## src/rtl/spi_rx.sv

```systemverilog
// SPI peripheral-side receiver: oversamples SCLK/MOSI/CS_n on i_clock, assembles
// MSB-first words of 1-16 bits and hands them off through a toggle req/ack pair.
module spi_rx #(
  parameter int SYNC_STAGES = 2
) (
  input  logic        i_clock,
  input  logic        i_reset_n,
  input  logic [3:0]  i_data_width,
  input  logic        i_cpol,
  input  logic        i_cpha,
  input  logic        i_sclk,
  input  logic        i_mosi,
  input  logic        i_cs_n,
  input  logic        i_data_ack,
  input  logic        i_overrun_clr,
  output logic [15:0] o_data,
  output logic        o_data_req,
  output logic        o_overrun,
  output logic        o_busy
);

  typedef enum logic {IDLE, SHIFT} state_t;

  state_t                 state, state_nxt;
  logic [SYNC_STAGES-1:0] sclk_sync, mosi_sync, cs_sync, vld_pipe;
  logic                   sclk_d, armed;
  logic [4:0]             cnt;
  logic [14:0]            shreg;

  logic        sclk_s, mosi_s, cs_s;
  logic        sample_edge, word_done, ovr_set;
  logic [4:0]  eff_width;
  logic [15:0] shift_val;

  assign sclk_s      = sclk_sync[SYNC_STAGES-1];
  assign mosi_s      = mosi_sync[SYNC_STAGES-1];
  assign cs_s        = cs_sync[SYNC_STAGES-1];
  assign sample_edge = (i_cpol == i_cpha) ? (sclk_s & ~sclk_d) : (~sclk_s & sclk_d);
  assign eff_width   = (i_data_width == 4'd0) ? 5'd16 : {1'b0, i_data_width};
  assign shift_val   = {shreg, mosi_s};
  assign word_done   = (state == SHIFT) && !cs_s && sample_edge && (cnt == 5'd1);
  assign ovr_set     = word_done && (o_data_req != i_data_ack);
  assign o_busy      = (state == SHIFT);

  // vld_pipe marks when the sync chain holds real pin values rather than reset
  // values; only a CS_n high seen after that arms the receiver, so a frame
  // already in progress at reset release is ignored.
  always_ff @(posedge i_clock or negedge i_reset_n) begin
    if (!i_reset_n) begin
      sclk_sync <= '0;
      mosi_sync <= '1;
      cs_sync   <= '1;
      vld_pipe  <= '0;
      sclk_d    <= 1'b0;
      armed     <= 1'b0;
    end else begin
      sclk_sync <= {sclk_sync[SYNC_STAGES-2:0], i_sclk};
      mosi_sync <= {mosi_sync[SYNC_STAGES-2:0], i_mosi};
      cs_sync   <= {cs_sync[SYNC_STAGES-2:0], i_cs_n};
      vld_pipe  <= {vld_pipe[SYNC_STAGES-2:0], 1'b1};
      sclk_d    <= sclk_s;
      if (vld_pipe[SYNC_STAGES-1] && cs_s) armed <= 1'b1;
    end
  end

  always_ff @(posedge i_clock or negedge i_reset_n) begin
    if (!i_reset_n) state <= IDLE;
    else            state <= state_nxt;
  end

  always_comb begin
    state_nxt = state;
    case (state)
      IDLE:    if (armed && !cs_s) state_nxt = SHIFT;
      SHIFT:   if (cs_s)           state_nxt = IDLE;
      default:                     state_nxt = IDLE;
    endcase
  end

  always_ff @(posedge i_clock or negedge i_reset_n) begin
    if (!i_reset_n) begin
      cnt        <= 5'd16;
      shreg      <= '0;
      o_data     <= '0;
      o_data_req <= 1'b0;
      o_overrun  <= 1'b0;
    end else begin
      if (state != SHIFT || cs_s) begin
        cnt   <= eff_width;
        shreg <= '0;
      end else if (sample_edge) begin
        if (cnt == 5'd1) begin
          // word complete: reload in the same cycle so words can run back to back
          cnt   <= eff_width;
          shreg <= '0;
          if (!ovr_set) begin
            o_data     <= shift_val;
            o_data_req <= ~o_data_req;
          end
        end else begin
          cnt   <= cnt - 5'd1;
          shreg <= shift_val[14:0];
        end
      end
      if (ovr_set)            o_overrun <= 1'b1;
      else if (i_overrun_clr) o_overrun <= 1'b0;
    end
  end

endmodule
```

## config.mk

```make
export PLATFORM = sky130hd
export DESIGN_NAME = spi_rx
export DESIGN_NICKNAME = d
export VERILOG_FILES = /design/src/rtl/spi_rx.sv
export SDC_FILE = /design/constraint.sdc
export NUM_CORES = 1
export LEC_CHECK = 0
export CELL_PAD_IN_SITES_DETAIL_PLACEMENT = 1
export CELL_PAD_IN_SITES_GLOBAL_PLACEMENT = 1
export CORE_ASPECT_RATIO = 0.7
export CORE_MARGIN = 3
export CORE_UTILIZATION = 46
export CTS_CLUSTER_DIAMETER = 50
export DETAILED_ROUTE_END_ITERATION = 12
export GPL_TIMING_DRIVEN = 1
export MAX_ROUTING_LAYER = met4
export PLACE_DENSITY_LB_ADDON = 0.3
export SETUP_SLACK_MARGIN = 0.05
export SLEW_MARGIN = 20
export SYNTH_ARGS = -nofsm -noshare
export SYNTH_HDL_FRONTEND = slang
export SYNTH_SLANG_ARGS = --single-unit
```

## constraint.sdc

```tcl
create_clock -name i_clock -period 4.67 [get_ports i_clock]
set_input_delay 0.934 -clock i_clock [delete_from_list [all_inputs] [get_ports i_clock]]
set_output_delay 0.934 -clock i_clock [all_outputs]
set_load 0.01 [all_outputs]
```

==> results of run 1 <==
worst max-delay path: cells and delay by family:
kind / cells / cell delay, ps
AND/OR/NAND/NOR: 1 / 750
buffers and inverters: 1 / 410
XOR/XNOR: 1 / 280
AO/OA/AOI/OAI: 1 / 280
multiplexers: 1 / 260
cell families (layout without fill, tap and decap cells):
family | after synthesis | after routing | synth area share, %
other cells | 1 | 1 | 0.1803
flops | 49 | 49 | 59.27
compound gates | 31 | 31 | 8.664
buf+inv | 14 | 47 | 3.490
fa+ha+maj | 2 | 2 | 1.203
simple gates | 52 | 52 | 14.20
mux | 19 | 19 | 12.15
xor+xnor | 2 | 2 | 0.8425
cell usage after synthesis (2+ instances only):
| library cell | instances | share of area, % |
|---|---|---|
| buf_1 | 2 | 0.36 |
| nor4_1 | 2 | 0.60 |
| inv_1 | 7 | 1.3 |
| nand2b_1 | 4 | 1.2 |
| o21ai_0 | 17 | 4.1 |
| mux2_2 | 6 | 3.2 |
| nand2_1 | 16 | 2.9 |
| buf_2 | 3 | 0.72 |
| o21ai_1 | 2 | 0.48 |
| a22oi_1 | 3 | 1.1 |
| ha_1 | 2 | 1.2 |
| nor3_1 | 3 | 0.72 |
| dfrtp_1 | 44 | 53 |
| xnor2_1 | 2 | 0.84 |
| mux2i_1 | 2 | 0.96 |
| nand3_1 | 18 | 4.3 |
| o22ai_1 | 4 | 1.2 |
| mux2_4 | 11 | 7.9 |
| nor2_1 | 3 | 0.54 |
| dfstp_2 | 5 | 6.3 |
flip-flops by register name, indices dropped and copies added, names as in the netlist:
name / flops
o_data: 16
vld_pipe: 2
shreg: 15
mosi_sync: 2
sclk_sync: 2
o_data_req: 1
cs_sync: 2
cnt: 5
o_busy: 1
armed: 1
sclk_d: 1
o_overrun: 1
worst paths after layout:
check	from	end	slack, ps	cells after the start
setup / recovery	i_cpha	shreg[2]	1880	5
hold / removal	sclk_sync[0]	sclk_sync[1]	360	0
setup reg to reg	cnt[1]	o_data[11]	2570	6
hold reg to reg	sclk_sync[0]	sclk_sync[1]	360	0
max in group asynchronous	i_reset_n	sclk_sync[1]	3630	1
min in group asynchronous	i_reset_n	cnt[3]	630	1
where the power goes:
group	switching, mW	internal [mW]	total, mW	leakage (nW)
sequential	0.0136	0.439	0.453	0.639
clock	0.138	0.175	0.313	0.0585
combinational	0.0490	0.0319	0.0810	0.398
layout make-up:
class,instances,area [sq um]
Fill cell,422,1607
Inverter,7,26.28
Clock inverter,1,30.03
Multi-Input combinational cell,107,774.5
Sequential cell,49,1232
Timing Repair Buffer,32,315.3
Tap cell,52,65.06
Clock buffer,7,86.33
routing by layer:
metal  vias to the layer above  track usage, %
li1                        658               -
met1                       751           24.94
met2                        36           31.11
met3                        14           5.152
met4                         0           10.70
met5                         -               -
per-stage QoR:
| step | cells | area (sq um) |
|---|---|---|
| floorplan | 170 | 2079 |
| global placement | 247 | 2411 |
| detailed placement | 247 | 2411 |
| CTS | 255 | 2527 |
| global route | 255 | 2530 |
| finish | 255 | 2530 |
==> flow_summary.ini, run 1 <==
[detailed_routing]
route.detailed.drc = 0
wl_met2_um = 2352
wl_met1_um = 2104
dr_wl_met3_um = 179
drt_pass1_iterations = 4
vias_per_cell = 5.722
drt_iter0_markers = 82
ant_nets = 0
drt_wl_total_um = 4773
post_drt_wl_per_cell_um = 18.72
vias = 1459
dr.max_layer_used = met4

[yosys]
synth_area_sq_um = 2079
synth.avg_cell_area_sq_um = 12.23
syn_nets = 185
synth-seq-cells = 49
yosysWarnings = 0
yosysUniqueCellTypes = 34
synth_edf_count = 0
synthArstFlopShare_pct = 100.0
yosysSeqAreaShare_pct = 59.27
synth_cells = 170
ys.flop_type = dfrtp_1

[cells_and_area]
area_delta_synth_final_pct = 21.66
mostFrequentLayoutCells = 44 x dfrtp_1, 30 x clkdlybuf4s50_1, 18 x nand3_1, 17 x o21ai_0, 16 x nand2_1
layout_commonest_cell = dfrtp_1
antennaDiodeCount = 0
nNetsFinal = 217
layout-drive-gt1-share_pct = 17.24
final_util_pct = 61.16

[global_routing]
grt_max_degree = 50
grtUsageTotal_pct = 20.41
grt_pass1_wl_um = 8211
grt_pass1_vias = 1564
grt_overflow = 0
antenna_found_initial = 0

[critical_path]
start_kind = primary input
slowest_delay_ps = 750
crit_required_ps = 4810
critPathArrivalTime_ps = 2920
cp_slowest_cell = nor2_1
criticalPathCategory = in -> reg
critPathMaxFanout = 15
worst_setup_path_end_kind = flop
path_cells = clkdlybuf4s50_1 > xnor2_1 > mux2i_1 > nor2_1 > o21ai_0

[power_and_ir_drop]
max-vdd-ir-drop_mv = 0.2130
power.leakage_nw = 1.095
finalPower_uw = 846.8
p_per_area_nw_per_um2 = 334.7

[floorplan]
ios = 32
die_y_um = 62.26
start_util_pct = 50.27
fp.dieArea_sq_um = 5376
fp.coreArea_sq_um = 4136
die_x_um = 86.36
num_rows = 19

[timing]
hold_viol = 0
setup_viol = 0
rsz0062_at_grt = no
skew_ps = 9.246
fin_setup_tns_ps = 0
hold_ws_ps = 357.4
slew_violations = 0
timing.fmax_mhz = 358.6
finalWorstSetupSlack_ps = 1882
relSlewSlack_pct = 40.46
fin_crit_ps = 2788
worst_pin_slew_ps = 889.8
final.period_utilization_pct = 59.71

[run]
cap_viol_max_count = 0

[placement]
pre_cts_ws_ps = 1598
dp_hpwl_um = 3092
port-buffer-count = 31
place.gp.congestion = 0.8305

[clock_tree]
clkSinkCount = 49
path_clk_slew_ps = 90
clk_latency_ps = 310
post_cts_buffers = 0
numCtsBuffers = 5
cts_tree = built
cts_buffer_depth = 2
cts_max_level = 2
ctsHoldBuffers = 0
cts_root_buffer = clkbuf_8
cts_resized = 0

[min_path]
min_path_type = reg -> reg

[status]
status = finished, final reports clean
Note: power is estimated with default switching activity, not from simulation.
==> run 2: changes to the inputs <==
- CORE_UTILIZATION: 46 -> 38
- clock period: 4.67 -> 2.3 ns (I/O delays scaled with it)
==> run 2 against run 1 <==
  * Setup slack worse by 1600 ps
  * Clock power grew 130%
  * Global-route usage shrank 3.7 points
  * Total power grew 110%
  * Utilization down 8.7 points
  * Largest cell class unchanged
  * Largest power group unchanged
==> flow_summary.ini, run 2 (same netlist as run 1, synthesis figures left out) <==
[detailed_routing]
route.detailed.drc = 0
post_drt_wl_per_cell_um = 17.10
drt_wl_total_um = 4771
vias_per_cell = 5.394
drt_iter0_markers = 51
ant_nets = 0
drt_pass1_iterations = 5
vias = 1505

[power_and_ir_drop]
p_sw_uw = 426.3
p_seq_share_pct = 50.5
switching_share_pct = 23.42
p_per_area_nw_per_um2 = 691.1
combPwrFrac_pct = 9.3
finalPower_mw = 1.820
max-vdd-ir-drop_mv = 0.4103
clkPwrFrac_pct = 40.2
power.leakage_nw = 1.142
p_int_mw = 1.394

[timing]
rsz0062_at_grt = no
finalWorstSetupSlack_ps = 293.8
hold_ws_ps = 71.43
fin_setup_tns_ps = 0
slew_violations = 0
worst_pin_slew_ps = 720.8
setup_viol = 0
timing.fmax_mhz = 498.4
hold_viol = 0
final.period_utilization_pct = 87.23
skew_ps = 11.57
relSlewSlack_pct = 51.90
fin_crit_ps = 2006

[global_routing]
grt_pass1_wl_um = 7734
grt_max_degree = 22
grt_overflow = 0
grt_pass1_vias = 1509
grtUsageTotal_pct = 16.75
antenna_found_initial = 0

[cells_and_area]
multiInputGateArea_sq_um = 777.0
area_delta_synth_final_pct = 26.65
layout_commonest_cell = dfrtp_1
fillCellCount = 546
top_regs = o_data x16, shreg x15, cnt x5
antennaDiodeCount = 0
largest_register_ffs = 16
mostFrequentLayoutCells = 44 x dfrtp_1, 30 x clkdlybuf4s50_1, 18 x nand3_1, 17 x o21ai_0, 16 x nand2_1
nNetsFinal = 224
stdcell_area_sq_um = 2634
seq_area_sq_um = 1232
regMostFlops = o_data
layout-drive-gt1-share_pct = 20.95

[placement]
port-buffer-count = 31
placed_cell_area_sq_um = 2497
dp_hpwl_um = 3317
place.gp.congestion = 0.8061
pre_cts_ws_ps = -241.3

[critical_path]
critPathArrivalTime_ps = 2200
slowest_delay_ps = 430
criticalPathCategory = in -> reg
worst_setup_path_end_kind = flop
critPathMaxFanout = 18
start_kind = primary input
path_buf_inv = 2
path_cells = clkdlybuf4s50_1 > xnor2_1 > mux2_4 > buf_4 > nand2_1 > a311o_1
critPathTopFamily = buffers and inverters
cp_slowest_cell = clkdlybuf4s50_1
crit_required_ps = 2490

[floorplan]
die_x_um = 94.42
ios = 32
start_util_pct = 41.44
fp.dieArea_sq_um = 6410
num_rows = 21
fp.coreArea_sq_um = 5019
die_y_um = 67.89

[min_path]
min_path_type = in -> async

[status]
status = finished, final reports clean

[clock_tree]
cts_buffer_depth = 2
clkSinkCount = 49
numCtsBuffers = 5
clk_latency_ps = 310
cts_tree = built
cts_root_buffer = clkbuf_8
cts_max_level = 2
path_clk_slew_ps = 100

[run]
cap_viol_max_count = 0
## run 2: changes by cell type in the layout (fill, tap and decap cells not counted)
cell / before / now
clkbuf_1: 1 / 0
nor2_1: 3 / 2
clkinv_2: 0 / 1
buf_4: 2 / 7
nor2_2: 1 / 2
buf_12: 0 / 1
clkbuf_8: 6 / 5
bufinv_16: 1 / 2
buf_2: 0 / 1
## run 2: routing by layer
layer / GRT usage [%] / vias up / wire (um)
li1: - / 677 / -
met1: 19.90 / 783 / 2159
met2: 28.80 / 39 / 2363
met3: 3.736 / 6 / 192
met4: 5.405 / 0 / 55
met5: - / - / 0
## run 2: final timing paths
| path | start | to | slack, ps | cells past startpoint |
|---|---|---|---|---|
| min reg2reg | cs_sync[0] | cs_sync[1] | 360 | 0 |
| max in group asynchronous | i_reset_n | cs_sync[0] | 1560 | 2 |
| max | i_cpol | cnt[0] | 290 | 6 |
| min in group i_clock | cs_sync[0] | cs_sync[1] | 360 | 0 |
| max reg2reg | cnt[1] | o_data[13] | 320 | 7 |
| min | i_reset_n | cnt[3] | 70 | 1 |
## run 2: repair_timing
action | 4_1_cts | 5_1_grt
buffers inserted | 0 | 0
gates resized for setup | 0 | 1
endpoints found under the setup margin | 0 | 10
hold endpoints to repair | 0 | 0
hold buffers | 0 | 0
## run 2: through the flow
| stage | util (%) | cells |
|---|---|---|
| after global routing | 52.48 | 279 |
| after detailed placement | 49.76 | 271 |
| after global placement | 49.76 | 271 |
| final | 52.48 | 279 |
| after floorplan | - | 170 |
| after CTS | 52.43 | 279 |
## run 2: power groups by stage
stage	clock (mW)	sequential, mW	combinational (mW)
floorplan	0	0.931	0.0897
global placement	0	0.933	0.159
detailed placement	0	0.936	0.167
CTS	0.746	0.919	0.169
global route	0.794	0.923	0.185
finish	0.731	0.919	0.170
## run 2: final cells by class
cell class,instances,share of cell area (%)
clock buffers,5,2.613
repair buffers,39,14.35
inverters,7,0.9976
flip-flops and latches,49,46.79
clock inverters,3,2.470
well taps,69,3.278
multi-input cells,107,29.50
## run 2: worst reg2reg max path: stages (launching register included)
cell and delay (ps):
dfrtp_1 410, inv_1 90, ha_1 150, nor4b_4 440
nand3_4 150, nor2_8 150, buf_12 140, mux2_2 340
